## config.mk

```make
export PLATFORM = sky130hd
export DESIGN_NAME = cpc_ram_arbiter
export DESIGN_NICKNAME = d
export VERILOG_FILES = /design/src/rtl/cpc_ram_arbiter.sv
export SDC_FILE = /design/constraint.sdc
export NUM_CORES = 1
export LEC_CHECK = 0
export ABC_AREA = 1
export BUFFER_PORTS_ARGS = -buffer_cell sky130_fd_sc_hd__buf_2
export CAP_MARGIN = 20
export CORE_ASPECT_RATIO = 0.7
export CORE_MARGIN = 2
export CORE_UTILIZATION = 45
export DETAILED_ROUTE_END_ITERATION = 16
export PLACE_DENSITY = 0.94
export SLEW_MARGIN = 20
export SYNTH_ARGS = -nofsm -noshare
export SYNTH_HDL_FRONTEND = slang
export SYNTH_SLANG_ARGS = --single-unit
```

## constraint.sdc

```tcl
create_clock -name clk -period 4.7 [get_ports clk]
set_clock_uncertainty 0.15 [all_clocks]
set_input_delay 1.41 -clock clk [delete_from_list [all_inputs] [get_ports clk]]
set_output_delay 1.41 -clock clk [all_outputs]
set_load 0.005 [all_outputs]
```

## src/rtl/cpc_ram_arbiter.sv

```systemverilog
// cpc_ram_arbiter
//
// Shares the single 8-bit main RAM port between three requesters:
//   - video fetch: 16-bit words for the Gate Array, built from two byte reads
//   - loader:      ROM/disk image byte writes
//   - CPU:         Z80 memory reads and writes (after the MMU)
// Sequences the RAM strobes, absorbs the fixed RAM read latency and returns
// one-clock acks to each requester. Only one access is in flight at a time.
//
// Parameters
//   AW        RAM byte-address width
//   RD_LAT    clocks from a ram_rd strobe to valid ram_din (1..7)
//   VID_BASE  byte base of the video bank
//
// Ports
//   clk, reset_n                     clock, asynchronous active-low reset
//   vid_req/vid_addr/vid_dout/vid_ack  video word request, word address, {hi,lo} data, ack
//   ldr_wr/ldr_addr/ldr_data/ldr_ack   loader byte write request, address, data, ack
//   cpu_rd/cpu_wr/cpu_addr/cpu_din     CPU request, byte address, write data
//   cpu_dout/cpu_ack/cpu_wait          CPU read data, ack, Z80 wait
//   ram_addr/ram_dout/ram_din          RAM byte address, write data, read data
//   ram_rd/ram_wr                      one-clock RAM read / write strobes
//
// Optional feature (macro ARB_STALL_CNT_EN)
//   Adds output cpu_stall_cnt[15:0]: number of clocks with cpu_wait=1,
//   saturating at 16'hFFFF, cleared only by reset.

module cpc_ram_arbiter #(
  parameter int unsigned   AW       = 23,
  parameter int unsigned   RD_LAT   = 2,
  parameter logic [AW-1:0] VID_BASE = '0
) (
  input  logic          clk,
  input  logic          reset_n,
  input  logic          vid_req,
  input  logic [14:0]   vid_addr,
  output logic [15:0]   vid_dout,
  output logic          vid_ack,
  input  logic          ldr_wr,
  input  logic [AW-1:0] ldr_addr,
  input  logic [7:0]    ldr_data,
  output logic          ldr_ack,
  input  logic          cpu_rd,
  input  logic          cpu_wr,
  input  logic [AW-1:0] cpu_addr,
  input  logic [7:0]    cpu_din,
  output logic [7:0]    cpu_dout,
  output logic          cpu_ack,
  output logic          cpu_wait,
`ifdef ARB_STALL_CNT_EN
  output logic [15:0]   cpu_stall_cnt,
`endif
  output logic [AW-1:0] ram_addr,
  output logic [7:0]    ram_dout,
  input  logic [7:0]    ram_din,
  output logic          ram_rd,
  output logic          ram_wr
);

  typedef enum logic [2:0] {
    StIdle, StVLo, StVHi, StVWait, StLWr, StCRd, StCWr, StCWait
  } state_e;

  // cnt_q counts clocks since the first strobe of the current access, so a
  // byte strobed at cnt=k is valid on ram_din while cnt=k+RD_LAT.
  localparam logic [3:0] LoCap = 4'(RD_LAT);
  localparam logic [3:0] HiCap = 4'(RD_LAT + 1);
  localparam logic [3:0] CpuCap = 4'(RD_LAT);

  state_e        state_q, state_d;
  logic [3:0]    cnt_q, cnt_d;
  logic [7:0]    vid_lo_q, vid_lo_d;
  logic [15:0]   vid_dout_q, vid_dout_d;
  logic [7:0]    cpu_dout_q, cpu_dout_d;
  logic          vid_ack_q, vid_ack_d;
  logic          cpu_rd_ack_q, cpu_rd_ack_d;
  logic          fair_q, fair_d;

  logic          cpu_req;
  logic          vid_eff;
  logic          cpu_eff;
  logic [AW-1:0] vid_lo_addr;

  assign cpu_req     = cpu_rd | cpu_wr;
  // Registered acks land in the IDLE cycle that follows completion; the
  // requester still holds its request then, so mask it to avoid a duplicate.
  assign vid_eff     = vid_req & ~vid_ack_q;
  assign cpu_eff     = cpu_req & ~cpu_rd_ack_q;
  // Modulo 2^AW: the carry out of the top bit is simply dropped.
  assign vid_lo_addr = VID_BASE + AW'({vid_addr, 1'b0});

  always_comb begin
    state_d      = state_q;
    cnt_d        = (cnt_q == 4'hF) ? cnt_q : cnt_q + 4'd1;
    vid_lo_d     = vid_lo_q;
    vid_dout_d   = vid_dout_q;
    cpu_dout_d   = cpu_dout_q;
    vid_ack_d    = 1'b0;
    cpu_rd_ack_d = 1'b0;
    fair_d       = fair_q;

    unique case (state_q)
      StIdle: begin
        cnt_d  = '0;
        // Fairness is consumed by a CPU grant, or dropped when no CPU request
        // is pending; either way it never survives an IDLE cycle.
        fair_d = 1'b0;
        if (fair_q && cpu_eff) begin
          state_d = cpu_wr ? StCWr : StCRd;
        end else if (vid_eff) begin
          state_d = StVLo;
        end else if (ldr_wr) begin
          state_d = StLWr;
        end else if (cpu_eff) begin
          state_d = cpu_wr ? StCWr : StCRd;
        end
      end
      StVLo: begin
        state_d = StVHi;
      end
      StVHi: begin
        // With RD_LAT=1 the low byte arrives while the high byte is strobed.
        if (cnt_q == LoCap) vid_lo_d = ram_din;
        state_d = StVWait;
      end
      StVWait: begin
        if (cnt_q == LoCap) vid_lo_d = ram_din;
        if (cnt_q == HiCap) begin
          vid_dout_d = {ram_din, vid_lo_q};
          vid_ack_d  = 1'b1;
          fair_d     = 1'b1;
          state_d    = StIdle;
        end
      end
      StLWr: begin
        state_d = StIdle;
      end
      StCWr: begin
        state_d = StIdle;
      end
      StCRd: begin
        state_d = StCWait;
      end
      StCWait: begin
        if (cnt_q == CpuCap) begin
          cpu_dout_d   = ram_din;
          cpu_rd_ack_d = 1'b1;
          state_d      = StIdle;
        end
      end
      default: begin
        state_d = StIdle;
      end
    endcase
  end

  always_ff @(posedge clk or negedge reset_n) begin
    if (!reset_n) begin
      state_q      <= StIdle;
      cnt_q        <= '0;
      vid_lo_q     <= '0;
      vid_dout_q   <= '0;
      cpu_dout_q   <= '0;
      vid_ack_q    <= 1'b0;
      cpu_rd_ack_q <= 1'b0;
      fair_q       <= 1'b0;
    end else begin
      state_q      <= state_d;
      cnt_q        <= cnt_d;
      vid_lo_q     <= vid_lo_d;
      vid_dout_q   <= vid_dout_d;
      cpu_dout_q   <= cpu_dout_d;
      vid_ack_q    <= vid_ack_d;
      cpu_rd_ack_q <= cpu_rd_ack_d;
      fair_q       <= fair_d;
    end
  end

  // RAM strobes and address are decoded straight from the state; requesters
  // hold address/data stable until acked.
  always_comb begin
    ram_addr = '0;
    ram_dout = '0;
    ram_rd   = 1'b0;
    ram_wr   = 1'b0;
    unique case (state_q)
      StVLo: begin
        ram_rd   = 1'b1;
        ram_addr = vid_lo_addr;
      end
      StVHi: begin
        ram_rd   = 1'b1;
        ram_addr = vid_lo_addr + AW'(1);
      end
      StLWr: begin
        ram_wr   = 1'b1;
        ram_addr = ldr_addr;
        ram_dout = ldr_data;
      end
      StCRd: begin
        ram_rd   = 1'b1;
        ram_addr = cpu_addr;
      end
      StCWr: begin
        ram_wr   = 1'b1;
        ram_addr = cpu_addr;
        ram_dout = cpu_din;
      end
      default: ;
    endcase
  end

  assign vid_dout = vid_dout_q;
  assign vid_ack  = vid_ack_q;
  assign ldr_ack  = (state_q == StLWr);
  assign cpu_dout = cpu_dout_q;
  assign cpu_ack  = cpu_rd_ack_q | (state_q == StCWr);
  // Gated by reset so the Z80 is not held in wait while the arbiter is reset.
  assign cpu_wait = reset_n & cpu_req & ~cpu_ack;

`ifdef ARB_STALL_CNT_EN
  logic [15:0] stall_q, stall_d;

  always_comb begin
    stall_d = stall_q;
    if (cpu_wait && (stall_q != 16'hFFFF)) stall_d = stall_q + 16'd1;
  end

  always_ff @(posedge clk or negedge reset_n) begin
    if (!reset_n) begin
      stall_q <= '0;
    end else begin
      stall_q <= stall_d;
    end
  end

  assign cpu_stall_cnt = stall_q;
`endif

endmodule

```

# After elaboration in Yosys (flattened, before gate mapping)
# Index checks and enable logic that the tools add are counted.
# word_totals
regBits	42
out_inout_bits	61
# op_classes
n_addsub	2
n_eq_ne	14
mux	20
bitwise_logic	9
n_reduce_logical	12
# ops
operator	n
$pmux W23 S4	1
$pmux W3 S7	1
$mux W3	6
$add A16 B1 Y17 const B	1
$pmux W8 S2	1
$eq A3 B3 Y1 const B	4
$eq A4 B2 Y1 const B	2
$mux W4	2
$reduce_and A2 Y1	4
$mux W1	7
$eq A3 B2 Y1 const B	2
$reduce_or A2 Y1	3
$ne A5 B5 Y1 const B	1
$add A4 B1 Y4 const B	1
$and A1 B1 Y1	4
$eq A4 B4 Y1 const B	1
$ne A2 B2 Y1 const B	2
$eq A3 B1 Y1 const B	1
$logic_not A3 Y1	1
$not A1 Y1	3
$reduce_and A3 Y1	1
$reduce_or A3 Y1	1
$mux W2	1
$ne A2 B1 Y1 const B	1
other kinds (4)	5

# Longest topological paths before layout
# Gate-level depths: netlist (run 1).
# logic_depth
ltp_word	7
ltp_mapped	9

# Worst setup path before layout (run 1)
# No wires, ideal clock.
# synth_path
kind	input port to output port
from	in cpu_wr
to	out cpu_wait
arrival_time_ns	1.669
slack_ns	1.471
path_stages	4
cell_sequence	inv_1 > nand2_1 > nand2_1 > nor2_1
# synth_between
elab_chain_cells	3
# synth_rtl
item	line_no	text
start: declaration	44	input logic cpu_wr,
$or A1 B1 Y1	84	assign cpu_req = cpu_rd | cpu_wr;
$and A1 B1 Y1 (2 in series)	219	assign cpu_wait = reset_n & cpu_req & ~cpu_ack;
end: declaration	49	output logic cpu_wait,
# No other way between the ends.

# Worst setup path after layout (run 1)
# layout_path
from	reg state_q[0]
to	out ram_addr[3]
# layout_between
elab_chain_cells	3
word_cells_on_any_way	7
cone_classes	eq/ne: 5; mux: 1; reduce/logical: 1
# layout_rtl
item	line_no	text
start: declaration	70	state_e state_q, state_d;
start signal: assignment	159	state_q <= StIdle;
start signal: assignment	168	state_q <= state_d;
$eq A3 B3 Y1	186	unique case (state_q)
$reduce_or A2 Y1 (no source line)	--	
$pmux W23 S4 *	186	
end: declaration	53	output logic [AW-1:0] ram_addr,
# Mark *: on every way between the ends. The rest lies on a longest branch, timed or not.

==> results of run 1 <==
## cells in the mapped netlist
master                     count
sky130_fd_sc_hd__o21ai_0      12
sky130_fd_sc_hd__nand4_1       4
sky130_fd_sc_hd__nor3_2        1
sky130_fd_sc_hd__ha_1          2
sky130_fd_sc_hd__a21oi_1       9
sky130_fd_sc_hd__buf_2         9
sky130_fd_sc_hd__nor3b_1       1
sky130_fd_sc_hd__o21ai_1       9
sky130_fd_sc_hd__nor3_4        1
sky130_fd_sc_hd__inv_1        24
sky130_fd_sc_hd__dfrtp_1      42
sky130_fd_sc_hd__o21a_1        1
sky130_fd_sc_hd__a22o_1       15
sky130_fd_sc_hd__nor3_1        2
sky130_fd_sc_hd__buf_6         1
sky130_fd_sc_hd__clkinv_1      1
sky130_fd_sc_hd__nand3_2       1
sky130_fd_sc_hd__nand2_1     116
sky130_fd_sc_hd__a211oi_1      1
sky130_fd_sc_hd__inv_2         3
sky130_fd_sc_hd__nor2_1       15
sky130_fd_sc_hd__nand3_1      25
## worst max-delay path, stage by stage, from the launching register on
cell,delay (ns)
sky130_fd_sc_hd__dfrtp_1,0.44
sky130_fd_sc_hd__nand2_1,0.21
sky130_fd_sc_hd__inv_2,0.08
sky130_fd_sc_hd__nor3_2,0.69
sky130_fd_sc_hd__nand2_1,0.16
sky130_fd_sc_hd__nand3_1,0.12
sky130_fd_sc_hd__buf_2,0.12
## final cells by class
cell class	instances	area, um2
Tap cell	69	86.3
Clock inverter	1	30.0
Fill cell	423	1650
Timing Repair Buffer	152	763
Sequential cell	42	1050
Clock buffer	7	76.3
Multi-Input combinational cell	215	1020
Inverter	28	105
## layout by cell type, fill, tap and decap left out
cell,synthesis,final
sky130_fd_sc_hd__buf_2,9,151
sky130_fd_sc_hd__nand2_1,116,116
sky130_fd_sc_hd__dfrtp_1,42,42
sky130_fd_sc_hd__nand3_1,25,25
sky130_fd_sc_hd__inv_1,24,24
sky130_fd_sc_hd__nor2_1,15,15
sky130_fd_sc_hd__a22o_1,15,15
sky130_fd_sc_hd__o21ai_0,12,12
sky130_fd_sc_hd__o21ai_1,9,9
sky130_fd_sc_hd__a21oi_1,9,9
sky130_fd_sc_hd__clkbuf_8,0,5
sky130_fd_sc_hd__nand4_1,4,4
sky130_fd_sc_hd__inv_2,3,3
sky130_fd_sc_hd__nor3_1,2,2
sky130_fd_sc_hd__ha_1,2,2
sky130_fd_sc_hd__clkbuf_1,0,2
sky130_fd_sc_hd__nor3_2,1,1
sky130_fd_sc_hd__nor3b_1,1,1
sky130_fd_sc_hd__nand3_2,1,1
sky130_fd_sc_hd__clkinv_1,1,1
sky130_fd_sc_hd__nor3_4,1,1
sky130_fd_sc_hd__o21a_1,1,1
sky130_fd_sc_hd__a211oi_1,1,1
sky130_fd_sc_hd__bufinv_16,0,1
sky130_fd_sc_hd__buf_4,0,1
## power by group
part	internal, mW	switching [mW]
Clock	0.159	0.116
Sequential	0.526	0.111
Combinational	0.347	0.462
Total	1.03	0.688
## flip-flops by register name, summed over array words and instances, names as in the netlist
name          cells
vid_dout         16
cnt_q             4
cpu_rd_ack_q      1
state_q           3
cpu_dout          8
vid_lo_q          8
vid_ack           1
fair_q            1
## stage by stage
step | util | total power, mW | instances
6_report | 0.654 | 1.72 | 514
5_1_grt | 0.654 | 1.87 | 514
4_1_cts | 0.654 | 1.73 | 514
3_5_place_dp | 0.632 | 1.44 | 506
3_3_place_gp | 0.632 | 1.40 | 506
2_1_floorplan | - | 1.08 | 295
## layer usage
metal | vias to the layer above | global-route usage
met4 | 0 | 0.0871
met2 | 110 | 0.397
met1 | 1209 | 0.355
met5 | - | 0
met3 | 12 | 0.0555
li1 | 1261 | -
## logic make-up (layout without fill, tap and decap cells)
logic type,Yosys count,in the layout,share of synthesized area
flip-flops,42,42,0.471
AO/OA/AOI/OAI,47,47,0.133
buffers and inverters,38,188,0.0724
adder cells (fa/ha/maj),2,2,0.0112
AND/OR/NAND/NOR,166,166,0.312
## worst max path at each step
stage / slack, ns / cells after the start / to
after floorplan: 1.47 / 4 / cpu_wait
after global placement: 1.27 / 6 / cpu_wait
after detailed placement: 1.21 / 6 / cpu_wait
after CTS: 1.07 / 6 / ram_addr[13]
after global routing: 0.81 / 6 / ram_addr[13]
final: 1.02 / 6 / ram_addr[3]
==> out/summary.log, run 1 <==
[outcome] result of the run finished clean
[drt] DRT Pass-1 Iters 4
[pwr] power per cell area 550 mW/mm2
[worst_setup_path] worst reg-to-reg setup slack 2.60 ns
[job] reported max-cap violation count 0
[worst_setup_path] worst path arrival time 2.12 ns
[cells_and_area] share of final-layout standard cells stronger than drive strength 1 0.369
[drt] uppermost metal layer occupied by signal nets met4
[timing] minimum hold slack 0.334 ns
[clocking] clock tree from TritonCTS built
[placed_design] post-detail-place hpwl 5.39 mm
[drt] routed via count 2592
[global_routing] via count of the first global-routing pass 2410
[drt] Avg WL per Cell 13.4 um
[timing] maximum clock frequency 0.272 GHz
[floorplan] top-level I/O count 152
[drt] routed wl met3 514 um
[synthesis] library cell with the largest summed area after synthesis sky130_fd_sc_hd__dfrtp_1
[timing] unrepaired setup endpoints after global routing no
[floorplan] chip width 88.1 um
[placed_design] DP Area 0.00302 mm2
[timing] total of endpoints with negative setup slack in the final report 0
[clocking] number of buffers inserted by hold repair at cts 0
[cells_and_area] post-layout instance area 0.00313 mm2
[floorplan] area enclosed by the die boundary 0.00554 mm2
[synthesis] number of instances in the synthesized netlist 295
[synthesis] nets in the synthesized netlist 388
[drt] number of vias per cell 5.04
[synthesis] cell types with the largest area share after synthesis sky130_fd_sc_hd__dfrtp_1, sky130_fd_sc_hd__nand2_1, sky130_fd_sc_hd__a22o_1, sky130_fd_sc_hd__nand3_1, sky130_fd_sc_hd__inv_1
[synthesis] per-instance average area after synthesis 7.56 um2
[timing] Setup TNS 0 ns
[placed_design] pre-CTS setup slack 1.21 ns
[drt] 1st-iter DRT viols 196
[timing] final hold viol count 0
[clocking] maximum buffer depth of the clock tree 2
[clocking] clock transition at the register clock pins on the worst setup and hold paths after CTS 0.08 ns
[timing] number of max-slew violations in the final report 0
[worst_setup_path] Critical Path RT 3.14 ns
[timing] final setup margin 1.02 ns
[worst_setup_path] critical path peak fanout 15
[synthesis] register area share after synthesis 0.471
[pwr] IR drop worst, VDD 230 uV
[worst_setup_path] startpoint kind of the worst setup timing path register
[clocking] number of gates resized after CTS 0
[drt] Detail Route met2 WL 3.36 mm
[worst_setup_path] Worst Reg2Reg Path Length in Cells 6
[clocking] Skew-Pair Late Insertion Delay 0.29 ns
[worst_setup_path] capturing point of the worst reg2reg path vid_dout[0]
[floorplan] starting density of the core 0.466
[worst_hold_path] hold-critical path endpoint vid_dout[7]
[synthesis] proportion of netlist area held by the largest area contributor 0.471
[global_routing] first-pass GRT wire length 11.1 mm
[global_routing] All-Layer GR Usage 0.256
[timing] worst slew margin relative to its limit 0.394
[drt] M1 wire length 2.94 mm
[clocking] Clk Tree Root Cell sky130_fd_sc_hd__clkbuf_8
[floorplan] die height 62.9 um
[cells_and_area] Layout Area Growth over Synthesis 40.3%
[placed_design] Final Wtd Congestion 0.871
[drt] post-route ant nets 0
[global_routing] maximum number of pins on one net before global-route repair 43
[clocking] post-CTS setup repair buffer count 0
[worst_hold_path] Hold Path Depth 2
[clocking] htree depth 2
[worst_setup_path] worst setup path startpoint state_q[0]
[worst_setup_path] Critical Path End Type output pin
[worst_setup_path] kind of critical path reg -> out
[drt] final WL 6.89 mm
[clocking] Clock Sinks 42
[placed_design] Port Buffer Count 151
[global_routing] sum of overflow across all layers after global routing 0
[timing] slew at the pin closest to its max-slew limit 0.904 ns
[synthesis] summed instance area of the synthesized netlist 0.00223 mm2
[cells_and_area] n_diodes 0
[worst_hold_path] classification of the worst-slack hold path reg -> reg
[pwr] Leak Pwr 1.86 nW
[synthesis] Synth warnings 0
[cells_and_area] final layout net count 537
[clocking] number of buffers inserted during clock tree synthesis 5
[timing] minimum clock period 3.68 ns
[synthesis] Synth cell types 22
[global_routing] initial antenna violation count 0
[timing] final critical-path share of the clock period 0.783
[worst_setup_path] R2R Path Start cnt_q[1]
[floorplan] cell row count 21
[synthesis] flip-flop and latch count after synthesis 42
[drt] DRC 0
[worst_hold_path] critical hold path startpoint vid_dout[7]
[floorplan] placeable core area 0.00478 mm2
Note: power is estimated with default switching activity, not from simulation.
==> inputs of run 2 (changes only) <==
--- a/config.mk
+++ b/config.mk
@@ -10,9 +10,9 @@
 export CAP_MARGIN = 20
 export CORE_ASPECT_RATIO = 0.7
 export CORE_MARGIN = 2
-export CORE_UTILIZATION = 45
+export CORE_UTILIZATION = 42
 export DETAILED_ROUTE_END_ITERATION = 16
-export PLACE_DENSITY = 0.94
+export PLACE_DENSITY = 0.89
 export SLEW_MARGIN = 20
 export SYNTH_ARGS = -nofsm -noshare
 export SYNTH_HDL_FRONTEND = slang
==> constraint.sdc (replaced) <==
create_clock -name clk -period 3.8 [get_ports clk]
set_clock_uncertainty 0.15 [all_clocks]
set_input_delay 1.14 -clock clk [delete_from_list [all_inputs] [get_ports clk]]
set_output_delay 1.14 -clock clk [all_outputs]
set_load 0.005 [all_outputs]
==> out/summary.log, run 2 (same netlist as run 1, synthesis figures left out) <==
[outcome] result of the run finished clean
[cells_and_area] area occupied by registers 0.00105 mm2 [unchanged]
[worst_setup_path] worst path arrival time 1.99 ns [-0.13 ns]
[job] reported max-cap violation count 0 [unchanged]
[worst_setup_path] Worst Reg2Reg Path Length in Cells 6 [unchanged]
[clocking] htree depth 2 [unchanged]
[pwr] power per cell area 684 mW/mm2 [+24%]
[clocking] maximum buffer depth of the clock tree 2 [unchanged]
[global_routing] maximum number of pins on one net before global-route repair 43 [unchanged]
[worst_setup_path] Critical Path RT 2.51 ns [-0.63 ns]
[clocking] clock tree from TritonCTS built
[placed_design] Port Buffer Count 151 [unchanged]
[cells_and_area] share of final-layout standard cells stronger than drive strength 1 0.374 [+0.00590]
[timing] number of max-slew violations in the final report 0 [unchanged]
[clocking] post-CTS setup repair buffer count 0 [unchanged]
[timing] slew at the pin closest to its max-slew limit 0.729 ns [-0.175 ns]
[pwr] Leak Pwr 1.87 nW [+0.55%]
[floorplan] starting density of the core 0.431 [-0.0354]
[drt] 1st-iter DRT viols 186 [-5.1%]
[timing] Setup TNS 0 ns [unchanged]
[worst_setup_path] critical path peak fanout 23 [+8]
[clocking] Skew-Pair Late Insertion Delay 0.30 ns [about the same]
[pwr] overall power after layout 2.15 mW [+25%]
[global_routing] first-pass GRT wire length 10.7 mm [-4.0%]
[cells_and_area] final layout net count 538 [+0.19%]
[cells_and_area] Layout Area Growth over Synthesis 41.0%
[placed_design] Final Wtd Congestion 0.875 [+0.49%]
[clocking] number of gates resized after CTS 0 [unchanged]
[timing] total of endpoints with negative setup slack in the final report 0 [unchanged]
[cells_and_area] commonest non-fill, non-tap cells in the layout sky130_fd_sc_hd__buf_2, sky130_fd_sc_hd__nand2_1, sky130_fd_sc_hd__dfrtp_1, sky130_fd_sc_hd__nand3_1, sky130_fd_sc_hd__inv_1
[cells_and_area] final-layout fill cell count 487 [+15%]
[worst_hold_path] hold-critical path endpoint vid_dout[7]
[floorplan] top-level I/O count 152 [unchanged]
[drt] DRT Pass-1 Iters 4 [unchanged]
[drt] post-route ant nets 0 [unchanged]
[clocking] Clock Sinks 42 [unchanged]
[timing] unrepaired setup endpoints after global routing no
[timing] final hold viol count 0 [unchanged]
[worst_setup_path] worst reg-to-reg setup slack 1.61 ns [-0.99 ns]
[worst_setup_path] kind of critical path reg -> out
[floorplan] die height 65.0 um [+3.3%]
[global_routing] All-Layer GR Usage 0.226 [-0.0301]
[worst_setup_path] startpoint kind of the worst setup timing path register
[floorplan] area enclosed by the die boundary 0.00592 mm2 [+6.8%]
[timing] minimum hold slack 0.330 ns [-0.00414 ns]
[placed_design] post-detail-place hpwl 5.42 mm [+0.50%]
[cells_and_area] total area of multi-input combinational cells 0.00102 mm2 [unchanged]
[timing] final critical-path share of the clock period 0.863
[drt] routed via count 2536 [-2.2%]
[timing] minimum clock period 3.28 ns
[floorplan] placeable core area 0.00517 mm2 [+8.2%]
[timing] maximum clock frequency 0.305 GHz
[worst_setup_path] worst setup path startpoint state_q[2]
[cells_and_area] commonest non-fill, non-tap cell in the layout sky130_fd_sc_hd__buf_2
[worst_setup_path] Critical Path End Type output pin
[timing] worst slew margin relative to its limit 0.513 [+0.119]
[floorplan] cell row count 22 [+4.8%]
[worst_hold_path] classification of the worst-slack hold path reg -> reg
[floorplan] chip width 91.1 um [+3.4%]
[clocking] number of buffers inserted by hold repair at cts 0 [unchanged]
[clocking] clock transition at the register clock pins on the worst setup and hold paths after CTS 0.09 ns [about the same]
[pwr] IR drop worst, VDD 267 uV [+16%]
[worst_setup_path] R2R Path Start cnt_q[1]
[cells_and_area] n_diodes 0 [unchanged]
[drt] DRC 0 [unchanged]
[global_routing] initial antenna violation count 0 [unchanged]
[cells_and_area] Largest register FFs 16 [unchanged]
[drt] final WL 7.00 mm [+1.6%]
[clocking] number of buffers inserted during clock tree synthesis 5 [unchanged]
[worst_hold_path] critical hold path startpoint vid_lo_q[7]
[global_routing] via count of the first global-routing pass 2229 [-7.5%]
[worst_setup_path] capturing point of the worst reg2reg path vid_dout[6]
[global_routing] sum of overflow across all layers after global routing 0 [unchanged]
[worst_hold_path] Hold Path Depth 2 [unchanged]
[drt] Avg WL per Cell 13.5 um [+0.77%]
[drt] number of vias per cell 4.90 [-2.9%]
[clocking] Clk Tree Root Cell sky130_fd_sc_hd__clkbuf_8
## run 2: cell type report
class                           instances  area share
Clock buffer                            5      0.0219
Clock inverter                          3      0.0127
Inverter                               28      0.0334
Multi-Input combinational cell        215       0.324
Sequential cell                        42       0.334
Tap cell                               72      0.0287
Timing Repair Buffer                  153       0.245
## run 2: where the power goes
part           internal [mW]  switching (mW)  leakage (nW)
combinational          0.438           0.578          1.30
sequential             0.650           0.132         0.514
clock                  0.193           0.157        0.0579
total                   1.28           0.867          1.87
## run 2: critical path: stages, from the launching register on
cell,delay [ns]
sky130_fd_sc_hd__dfrtp_1,0.47
sky130_fd_sc_hd__nand3_1,0.20
sky130_fd_sc_hd__nand2_1,0.59
sky130_fd_sc_hd__nand2_1,0.18
sky130_fd_sc_hd__nand3_1,0.13
sky130_fd_sc_hd__buf_2,0.11
## run 2: worst max path at each step
| stage | to | slack, ns | cells after the start |
|---|---|---|---|
| 6_report | ram_addr[10] | 0.52 | 5 |
| 5_1_grt | ram_addr[3] | 0.38 | 6 |
| 4_1_cts | ram_addr[8] | 0.56 | 6 |
| 3_5_place_dp | cpu_wait | 0.87 | 6 |
| 3_3_place_gp | cpu_wait | 0.90 | 6 |
| 2_1_floorplan | cpu_wait | 1.11 | 4 |
## run 2: routing by layer
metal  share of wire  GRT usage  vias to the layer above
li1                -          -                     1253
met1            0.46      0.317                     1205
met2            0.47      0.350                       72
met3           0.063     0.0651                        6
met4          0.0056     0.0455                        0
met5               0          0                        -
## run 2: metrics by stage
stage / setup WS, ns / instance area (um2) / util / std cells
global route: 0.383 / 3140 / 0.607 / 518
global placement: 0.902 / 3030 / 0.586 / 510
CTS: 0.560 / 3140 / 0.607 / 518
floorplan: 1.11 / 2230 / - / 295
detailed placement: 0.867 / 3030 / 0.586 / 510
finish: 0.520 / 3140 / 0.607 / 518
